==> src/rtl/fetch_sequencer.sv <==
`default_nettype none
// ============================================================================
//  Module      : fetch_sequencer
//  Description : Four-state instruction fetch/issue sequencer. Reads 8-bit
//                words from an external combinational ROM, resolves JMP and
//                HALT locally, and offers all other instructions to a
//                consumer over a valid/ready handshake.
//
//  Ports
//    clk          in   1  single clock, rising-edge active
//    rst          in   1  synchronous active-high reset
//    start        in   1  begin execution from RESET_PC (IDLE/HALT only)
//    rom_addr     out  4  instruction ROM address (the PC register)
//    rom_data     in   8  instruction word for rom_addr, same cycle
//    issue_valid  out  1  decoded instruction offered
//    issue_ready  in   1  consumer accepts the offered instruction
//    issue_op     out  3  opcode, ir[7:5]
//    issue_imm    out  5  operand, ir[4:0]
//    pc           out  4  address of the current instruction
//    busy         out  1  high in FETCH and ISSUE
//    halted       out  1  high in HALT
//    issue_count  out  8  accepted issues, saturating at 255
//
//  Revision    : 1.0  initial release
// ============================================================================
module fetch_sequencer #(
    parameter logic [3:0] RESET_PC = 4'd0
) (
    input  logic       clk,
    input  logic       rst,
    input  logic       start,
    output logic [3:0] rom_addr,
    input  logic [7:0] rom_data,
    output logic       issue_valid,
    input  logic       issue_ready,
    output logic [2:0] issue_op,
    output logic [4:0] issue_imm,
    output logic [3:0] pc,
    output logic       busy,
    output logic       halted,
    output logic [7:0] issue_count
);

    typedef enum logic [1:0] {
        S_IDLE  = 2'd0,
        S_FETCH = 2'd1,
        S_ISSUE = 2'd2,
        S_HALT  = 2'd3
    } state_t;

    localparam logic [2:0] c_OP_JMP    = 3'b110;
    localparam logic [2:0] c_OP_HALT   = 3'b111;
    localparam logic [7:0] c_COUNT_MAX = 8'hFF;

    state_t     r_state;
    logic [3:0] r_pc;
    logic [7:0] r_ir;
    logic [7:0] r_count;

    state_t     w_state_nxt;
    logic [3:0] w_pc_nxt;
    logic [7:0] w_ir_nxt;
    logic [7:0] w_count_nxt;
    logic       w_issue_valid;
    logic       w_busy;
    logic       w_halted;

    // ------------------------------------------------------------------------
    // State register. Reset wins over every other update, which is what
    // aborts an in-flight handshake without advancing pc or the counter.
    // ------------------------------------------------------------------------
    always_ff @(posedge clk) begin
        if (rst) begin
            r_state <= S_IDLE;
            r_pc    <= RESET_PC;
            r_ir    <= 8'h00;
            r_count <= 8'h00;
        end else begin
            r_state <= w_state_nxt;
            r_pc    <= w_pc_nxt;
            r_ir    <= w_ir_nxt;
            r_count <= w_count_nxt;
        end
    end

    // ------------------------------------------------------------------------
    // Next-state and output decode
    // ------------------------------------------------------------------------
    always_comb begin
        w_state_nxt   = r_state;
        w_pc_nxt      = r_pc;
        w_ir_nxt      = r_ir;
        w_count_nxt   = r_count;
        w_issue_valid = 1'b0;
        w_busy        = 1'b0;
        w_halted      = 1'b0;

        case (r_state)
            S_IDLE: begin
                if (start) begin
                    w_pc_nxt    = RESET_PC;
                    w_count_nxt = 8'h00;
                    w_state_nxt = S_FETCH;
                end
            end

            S_FETCH: begin
                w_busy   = 1'b1;
                w_ir_nxt = rom_data;
                // Branches are resolved here from the raw ROM word so a taken
                // JMP costs one FETCH cycle and never reaches the consumer.
                case (rom_data[7:5])
                    c_OP_JMP:  w_pc_nxt    = rom_data[3:0];
                    c_OP_HALT: w_state_nxt = S_HALT;
                    default:   w_state_nxt = S_ISSUE;
                endcase
            end

            S_ISSUE: begin
                w_busy        = 1'b1;
                w_issue_valid = 1'b1;
                if (issue_ready) begin
                    w_pc_nxt    = r_pc + 4'd1;
                    w_state_nxt = S_FETCH;
                    if (r_count != c_COUNT_MAX) begin
                        w_count_nxt = r_count + 8'd1;
                    end
                end
            end

            S_HALT: begin
                w_halted = 1'b1;
                if (start) begin
                    w_pc_nxt    = RESET_PC;
                    w_count_nxt = 8'h00;
                    w_state_nxt = S_FETCH;
                end
            end

            default: begin
                w_state_nxt = S_IDLE;
            end
        endcase
    end

    // ------------------------------------------------------------------------
    // Outputs. The issue fields come straight from ir, which only changes in
    // FETCH, so they hold steady for the whole ISSUE stall.
    // ------------------------------------------------------------------------
    assign rom_addr    = r_pc;
    assign pc          = r_pc;
    assign issue_op    = r_ir[7:5];
    assign issue_imm   = r_ir[4:0];
    assign issue_valid = w_issue_valid;
    assign busy        = w_busy;
    assign halted      = w_halted;
    assign issue_count = r_count;

endmodule
`default_nettype wire

==> config.mk <==
export PLATFORM = sky130hd
export DESIGN_NAME = fetch_sequencer
export DESIGN_NICKNAME = d
export VERILOG_FILES = /design/src/rtl/fetch_sequencer.sv
export SDC_FILE = /design/constraint.sdc
export NUM_CORES = 1
export LEC_CHECK = 0
export CAP_MARGIN = 20
export CELL_PAD_IN_SITES_DETAIL_PLACEMENT = 0
export CELL_PAD_IN_SITES_GLOBAL_PLACEMENT = 1
export CORE_ASPECT_RATIO = 0.6
export CORE_UTILIZATION = 37
export CTS_BUF_LIST = sky130_fd_sc_hd__clkbuf_4 sky130_fd_sc_hd__clkbuf_8
export CTS_CLUSTER_DIAMETER = 200
export DETAILED_ROUTE_END_ITERATION = 12
export PLACE_DENSITY = 0.84
export SLEW_MARGIN = 20
export SYNTH_ARGS = -nofsm -noshare
export SYNTH_HDL_FRONTEND = slang
export SYNTH_SLANG_ARGS = --single-unit
export TNS_END_PERCENT = 1
==> constraint.sdc <==
create_clock -name clk -period 5.2 [get_ports clk]
set_input_delay 1.56 -clock clk [delete_from_list [all_inputs] [get_ports clk]]
set_output_delay 1.56 -clock clk [all_outputs]
set_load 0.02 [all_outputs]
# Word-level counts from Yosys, hierarchy flattened
# Cells that the tools add are included.
# word_totals
register_bits,22
in_bits,12
output_inout_bits,27
wordCells,39
# op_classes
addsub,2
n_eq_ne,11
mux,15
n_reduce_logical,7
# ops
op,n
8-bit two-way mux,3
8-bit one-hot mux with 2 select lines,1
4-bit two-way mux,3
4-bit one-hot mux with 3 select lines,1
"8-bit by 1-bit adder with 8-bit output, second input constant",1
"2-bit inequality test, second input constant",4
"8-bit inequality test, second input constant",1
"3-bit equality test, second input constant",2
2-bit one-hot mux with 3 select lines,1
3-bit AND reduction,2
"4-bit by 1-bit adder with 4-bit output, second input constant",1
"2-bit equality test, second input constant",2
2-bit two-way mux,2
2-bit one-hot mux with 2 select lines,1
4-bit AND reduction,1
2-bit OR reduction,2
1-bit two-way mux,3
"2-bit by 1-bit equality test with 1-bit output, second input constant",1
2-bit zero test,1
"2-bit by 1-bit inequality test with 1-bit output, second input constant",1
2-bit nonzero test,1

# Logic depth before layout (Yosys ltp)
# Gate-level depths: netlist (run 1).
# logic_depth
word_depth,4
mapped_depth,7
ltp_nobuf,6

# Worst setup path after synthesis (run 1)
# No wires, ideal clock.
# synth_path
kind,input port to flip-flop
start,input start
end,"register r_count[1], in the netlist issue_count[1]"
setup_time_ns,0.070
arrival_time_ns,2.577
required_time_ns,5.130
slack_ns,2.553
cell_stages,5
path_buffers,1
path_cell_list,nor2b_1 > buf_4 > or3_4 > or3b_1 > a21oi_1
# synth_via
elab_chain_cells,2
# synth_lines
item,line,text
"start, declared",31,"input logic start,"
2-bit by 1-bit inequality test with 1-bit output (no line),n/a,
4-bit AND reduction (no line),n/a,
"end signal, assigned",82,r_count <= w_count_nxt;
"end, declared",58,logic [7:0] r_count;
# Every way passes these cells.
# A chain may end at the register's enable or synchronous reset.

# Final worst setup path (run 1)
# layout_path
start,register r_state[0]
end,output busy
# layout_via
elab_chain_cells,3
word_cells_on_any_way,4
classes_between,eq/ne (2); mux (1); reduce/logical (1)
# layout_lines
item,line,text
"start, declared",55,state_t r_state;
"start signal, assigned",79,r_state <= w_state_nxt;
2-bit equality test / 2-bit by 1-bit equality test with 1-bit output (equally long branches),98,case (r_state)
2-bit OR reduction (no line) (*),n/a,
1-bit two-way mux (*),98,
"end, declared",39,"output logic busy,"
# Every way passes the cells marked *; elsewhere a longest branch is shown, timed or not.

==> results of run 1 <==
registers in the layout, summed over array words and instances, names as in the netlist:
register     flops
issue_count      8
pc               4
r_ir             8
r_state          2
power breakdown:
group	internal, W	total [W]	switching [W]	leakage [nW]
Clock	0.0000674	0.000121	0.0000536	0.0288
Combinational	0.000157	0.000339	0.000182	0.376
Sequential	0.000200	0.000232	0.0000318	0.180
Total	0.000424	0.000692	0.000268	0.585
layer usage:
metal,routed length [microns],track usage,vias up
met5,0,0,-
met4,14,0.05385,0
met3,172,0.06250,2
met2,1160,0.2385,34
met1,1356,0.2459,479
li1,-,-,520
worst max-delay path, delay by kind of cell, from the launching register on:
| family | cells | cell delay, ns |
|---|---|---|
| adders and majority gates | 1 | 0.35 |
| buffers and inverters | 3 | 0.87 |
| DFF | 1 | 0.41 |
cell families (layout without fill, tap and decap cells):
logic type	count (synthesis)	after routing	synth area share
compound gates	29	29	0.1783
xor+xnor	1	1	0.007660
fa+ha+maj	5	5	0.05470
buf+inv	13	46	0.06564
flops	22	22	0.3851
mux	6	6	0.05252
simple gates	49	49	0.2560
cell usage in the layout, fill, tap and decap left out, drive strengths merged, types with 2 or more instances in the layout:
cell type / Yosys / layout
mux2i: 6 / 6
clkdlybuf4s50: 0 / 38
nand3b: 2 / 2
inv: 4 / 4
nand2: 5 / 5
ha: 5 / 5
dfxtp: 22 / 22
clkbuf: 3 / 4
a21oi: 10 / 10
and4: 3 / 3
or3: 2 / 2
nand2b: 3 / 3
a31oi: 2 / 2
a211oi: 5 / 5
nand3: 3 / 3
and3: 4 / 4
o21ai: 6 / 6
nor2: 13 / 13
nor2b: 3 / 3
nor3: 6 / 6
path summary, 6_finish.rpt:
path / startpoint / to / slack, ns / cells after the start
worst min-delay path: r_ir[3]$_SDFFE_PP0P_ / r_ir[3]$_SDFFE_PP0P_ / 0.48 / 2
worst min register to register: r_ir[3]$_SDFFE_PP0P_ / r_ir[3]$_SDFFE_PP0P_ / 0.48 / 2
worst max-delay path: r_state[0]$_SDFFE_PP0P_ / busy / 1.76 / 4
worst max register to register: r_state[0]$_SDFFE_PP0P_ / issue_count[4]$_SDFFE_PP0P_ / 3.09 / 6
layout make-up:
type,count,area share
Clock buffer,4,0.03503
Inverter,4,0.009554
Multi-Input combinational cell,90,0.3997
Sequential cell,22,0.2803
Tap cell,42,0.03344
Timing Repair Buffer,38,0.2420
through the flow:
stage,setup WS [ns],hold WS (ns),std cells,cell area (sq um),util
finish,1.757,0.4818,200,1572,0.5402
global route,1.671,0.5047,200,1572,0.5402
CTS,1.762,0.4850,200,1572,0.5402
detailed placement,1.953,0.4720,196,1516,0.5213
global placement,1.963,0.4610,196,1516,0.5213
floorplan,2.553,0.5132,125,1144,-
==> key figures, run 1 <==
Die
  • Initial Utilization: 0.3931
  • Area enclosed by the die boundary: 3324 sq um
  • Die Y: ~45 microns
  • Standard-cell rows: 15
  • Core Box Area: 2909 sq um
  • Number of top-level pins: 39
  • Die span in x: 73.77 microns

Clock network
  • H-tree level count: 1
  • Count of hold buffers inserted by post-cts repair: 0
  • Maximum count of clock buffers along a single path: 2
  • Clk_lat worst skew: between 0.2 and 0.3 ns
  • Resize count post-CTS: 0
  • TritonCTS clock tree: built
  • Clock sink count: 22
  • Number of buffers inserted during clock tree synthesis: 3
  • Cell chosen for the clock root: sky130_fd_sc_hd__clkbuf_8
  • Post-CTS Setup Repair Bufs: 0
  • Reg clk slew, reported paths: approximately 0.080 ns

Route
  • Total routed wirelength: between 2000 and 3000 microns
  • Starting DRT DRC Count: 48
  • Drc violations: 0
  • Via Count: 1035
  • Post-route antenna net violation count: 0
  • Drt first pass iters: 4
  • Number of vias per cell after detailed routing: roughly 5.2
  • Routed len/inst: 13.51 microns

Logic synthesis
  • Synth Net Count: roughly 140
  • Leading cell type by number of instances after synthesis: sky130_fd_sc_hd__dfxtp_1
  • Unique masters post-synth: 37
  • Count of mapped cells out of synthesis: 125
  • Top cells by area, synth: sky130_fd_sc_hd__dfxtp_1 (39%), sky130_fd_sc_hd__ha_1 (5.5%), sky130_fd_sc_hd__mux2i_1 (5.3%)
  • Post-Syn Area per Cell: 9.149 sq um
  • Post-synth EDFFs: 0
  • Post-synth top cells: sky130_fd_sc_hd__dfxtp_1 (22), sky130_fd_sc_hd__nor2_1 (13), sky130_fd_sc_hd__a21oi_1 (10), sky130_fd_sc_hd__mux2i_1 (6), sky130_fd_sc_hd__nor3_1 (6)
  • Largest area contributor in the netlist: sky130_fd_sc_hd__dfxtp_1
  • Register bit total from synthesis: 22
  • Post-synthesis instance area: 1144 sq um
  • Asr flop ratio synth: 0
  • Synthesis warning total: 0
  • Synth Flop Type: sky130_fd_sc_hd__dfxtp_1
  • Top cell type's share of synthesized area: 0.3851
  • Fraction of the yosys area taken by sequential cells: 0.3851

STA
  • Highest Clock Rate: 290.5 MHz
  • Actual slew at the worst max-slew pin: 0.7129 ns
  • Final period util: 0.6620
  • Setup Skew: around 0.0068 ns
  • Hold Fails Final Rpt: 0
  • Min cycle time layout: 3.443 ns
  • Final Max Tran Viols: 0
  • Setup violation total in the final timing report: 0
  • Total Neg Setup Slack: 0 ns
  • Unrepaired setup endpoints after global routing: false
  • Max-Slew Margin vs Limit: 0.5247

Worst setup path
  • CP max stage cell: sky130_fd_sc_hd__clkdlybuf4s50_1
  • Data required time of the critical path: 3.64 ns
  • CP Cell Sequence: inv_1 > ha_1 > inv_1 > clkdlybuf4s50_1
  • Worst Setup End Kind: output port
  • Highest net fanout along the worst path: 5
  • Type of element launching the critical path: register
  • Most prevalent standard cell on the critical path: sky130_fd_sc_hd__inv_1
  • Critical path class: reg2out
  • Critical path arrival: ~1.9 ns
  • Stage delay of the slowest cell on the critical path: 0.65 ns

GRT
  • Total global routing overflow: 0
  • Initial antenna violation count: 0
  • All-Layer GR Usage: 0.1717
  • First-pass GRT wire length: 4209 microns
  • Pin count of the biggest net entering global routing: 18
  • Number of global-route vias before repair: around 860

Status
  • Result of the run: complete, no violations

Final layout
  • Total number of nets in the final design: 176
  • Register area: 440.4 sq um
  • Multi-input gate area in the final layout: 628.1 sq um
  • Area added between synthesis and finish: 37.42%
  • Antenna fix cells: 0
  • Share of final-layout standard cells stronger than drive strength 1: 0.06329
  • Layout filler cell count: 263

Run
  • Number of maximum-capacitance constraint violations: 0

Pwr
  • P per Cell Area: 440.3 nW/um^2
  • Leakage power of the design: 0.5845 nW
  • Maximum vdd drop: 0.2113 mV
  • Final Total Pwr: 0.0006919 W

Placement
  • Gpl congestion: 0.8890
  • Post-detailed-placement half-perimeter wirelength: 2117 microns
  • Quantity of I/O buffers inserted on ports: 38

Min path
  • HP Class: reg2reg
(Power assumes the default switching activity.)
==> inputs of run 2 (changes only) <==
--- a/config.mk
+++ b/config.mk
@@ -9,11 +9,11 @@
 export CELL_PAD_IN_SITES_DETAIL_PLACEMENT = 0
 export CELL_PAD_IN_SITES_GLOBAL_PLACEMENT = 1
 export CORE_ASPECT_RATIO = 0.6
-export CORE_UTILIZATION = 37
+export CORE_UTILIZATION = 34
 export CTS_BUF_LIST = sky130_fd_sc_hd__clkbuf_4 sky130_fd_sc_hd__clkbuf_8
 export CTS_CLUSTER_DIAMETER = 200
 export DETAILED_ROUTE_END_ITERATION = 12
-export PLACE_DENSITY = 0.84
+export PLACE_DENSITY = 0.78
 export SLEW_MARGIN = 20
 export SYNTH_ARGS = -nofsm -noshare
 export SYNTH_HDL_FRONTEND = slang
==> constraint.sdc (replaced) <==
create_clock -name clk -period 3.2 [get_ports clk]
set_input_delay 0.96 -clock clk [delete_from_list [all_inputs] [get_ports clk]]
set_output_delay 0.96 -clock clk [all_outputs]
set_load 0.02 [all_outputs]
==> key figures, run 2 (synthesized netlist as in run 1, its figures left out) <==
GRT
  • GRT met1 Usage: 0.2207
  • Total global routing overflow: 0
  • Pin count of the biggest net entering global routing: 18
  • Initial antenna violation count: 0
  • All-Layer GR Usage: 0.1582
  • Number of global-route vias before repair: 921
  • Met3 GRT Util: 0.04466
  • Most Crowded Layer GR: met2
  • First-pass GRT wire length: around 4300 microns
  • Met2 track utilization from global routing: 0.2304

Worst setup path
  • Type of element launching the critical path: register
  • Worst Setup End Kind: output port
  • Critical path arrival: 1.80 ns
  • Data required time of the critical path: 2.24 ns
  • Reg-to-reg slack, setup: 1.12 ns
  • Depth of the most critical reg-to-reg path: 6
  • Critical path class: reg2out
  • Highest net fanout along the worst path: 5

Route
  • Drt first pass iters: 4
  • Total routed wirelength: 2654 microns
  • Starting DRT DRC Count: 55
  • Number of vias per cell after detailed routing: 5.130
  • Drc violations: 0
  • Routed len/inst: 13.27 microns
  • Via Count: 1026
  • Post-route antenna net violation count: 0

Die
  • Area enclosed by the die boundary: ~3600 sq um
  • Die Y: 46.93 microns
  • Initial Utilization: 0.3785
  • Core Box Area: slightly above 3000 sq um
  • Standard-cell rows: 15
  • Number of top-level pins: 39
  • Die span in x: around 77 microns

Clock network
  • H-tree level count: 1
  • Resize count post-CTS: 0
  • TritonCTS clock tree: built
  • Clk_lat worst skew: about 0.26 ns
  • Clock sink count: 22
  • Cell chosen for the clock root: sky130_fd_sc_hd__clkbuf_8
  • Maximum count of clock buffers along a single path: 2
  • Reg clk slew, reported paths: 0.07 ns
  • Post-CTS Setup Repair Bufs: 0
  • Count of hold buffers inserted by post-cts repair: 0
  • Number of buffers inserted during clock tree synthesis: 3

Final layout
  • Post-route cell area: 1565 sq um
  • Multi-input gate area in the final layout: 628.1 sq um
  • Area added between synthesis and finish: 36.87%
  • Antenna fix cells: 0
  • Leading cell type in the layout, fill and taps excluded: sky130_fd_sc_hd__clkdlybuf4s50_1
  • Total number of nets in the final design: around 180
  • Share of final-layout standard cells stronger than drive strength 1: 0.06329
  • Commonest non-fill, non-tap cells in the layout: sky130_fd_sc_hd__clkdlybuf4s50_1 (38), sky130_fd_sc_hd__dfxtp_1 (22), sky130_fd_sc_hd__nor2_1 (13), sky130_fd_sc_hd__a21oi_1 (10)
  • Cell Count, Final, Fillers Out: 200
  • Layout filler cell count: roughly 290
  • Register area: 440.4 sq um

STA
  • Final period util: 0.8635
  • Unrepaired setup endpoints after global routing: false
  • Total Neg Setup Slack: 0 ns
  • Setup violation total in the final timing report: 0
  • Final Max Tran Viols: 0
  • Highest Clock Rate: 361.9 MHz
  • Setup Skew: around 0.0016 ns
  • Min cycle time layout: 2.763 ns
  • Hold Fails Final Rpt: 0
  • Max-Slew Margin vs Limit: 0.5137
  • Actual slew at the worst max-slew pin: 0.7294 ns

Min path
  • HP Class: reg2reg
  • Min-Delay Path Depth: 2

Placement
  • Post-detailed-placement half-perimeter wirelength: slightly above 2000 microns
  • Gpl congestion: 0.7571
  • Quantity of I/O buffers inserted on ports: 38
  • Cell Area, Placed: between 1500 and 2000 sq um
  • Number of placed instances with taps included: 197

Pwr
  • P per Cell Area: 693.4 nW/um^2
  • Leakage power of the design: 0.5821 nW
  • Maximum vdd drop: 0.2498 mV

Run
  • Number of maximum-capacitance constraint violations: 0

Status
  • Result of the run: complete, no violations
## run 2: changes by cell type in the layout (fill, tap and decap cells not counted)
cell                       delta
sky130_fd_sc_hd__buf_4        +1
sky130_fd_sc_hd__clkbuf_8     -1
## run 2: power breakdown
part | internal [W] | switching, W | leakage [nW]
clock network | 0.0000839 | 0.0000827 | 0.0216
registers | 0.000325 | 0.0000501 | 0.180
logic | 0.000255 | 0.000289 | 0.381
total | 0.000664 | 0.000421 | 0.582
## run 2: layout make-up
cell class | count | share of cell area
inverter | 4 | 0.009592
timing repair buffer | 39 | 0.2478
multi-input combinational | 90 | 0.4013
tap | 42 | 0.03357
clock buffer | 3 | 0.02638
sequential | 22 | 0.2814
## run 2: critical path, stage by stage (launching register included)
cell	delay [ns]
sky130_fd_sc_hd__dfxtp_1	0.40
sky130_fd_sc_hd__inv_1	0.06
sky130_fd_sc_hd__ha_1	0.34
sky130_fd_sc_hd__inv_1	0.13
sky130_fd_sc_hd__clkdlybuf4s50_1	0.62
## run 2: path summary, 6_finish.rpt
| kind | startpoint | to |
|---|---|---|
| worst max-delay path | r_state[0]$_SDFFE_PP0P_ | busy |
| worst min-delay path | r_ir[2]$_SDFFE_PP0P_ | r_ir[2]$_SDFFE_PP0P_ |
| worst max register to register | r_state[0]$_SDFFE_PP0P_ | issue_count[3]$_SDFFE_PP0P_ |
| worst min register to register | r_ir[2]$_SDFFE_PP0P_ | r_ir[2]$_SDFFE_PP0P_ |
## run 2: routing by layer
layer	share of wire	up-vias	wire, microns
li1	-	520	-
met1	0.53	471	1412
met2	0.40	31	1060
met3	0.055	4	145
met4	0.013	0	34
met5	0	-	0
## run 2: through the flow
step | total power [W] | hold slack (ns) | worst slack, ns | util
floorplan | 0.0007476 | 0.5132 | 1.153 | -
global placement | 0.0009191 | 0.4615 | 0.5619 | 0.5043
detailed placement | 0.0009253 | 0.4821 | 0.5568 | 0.5043
CTS | 0.001096 | 0.4923 | 0.4214 | 0.5180
global route | 0.001159 | 0.5242 | 0.3296 | 0.5180
finish | 0.001085 | 0.4853 | 0.4367 | 0.5180
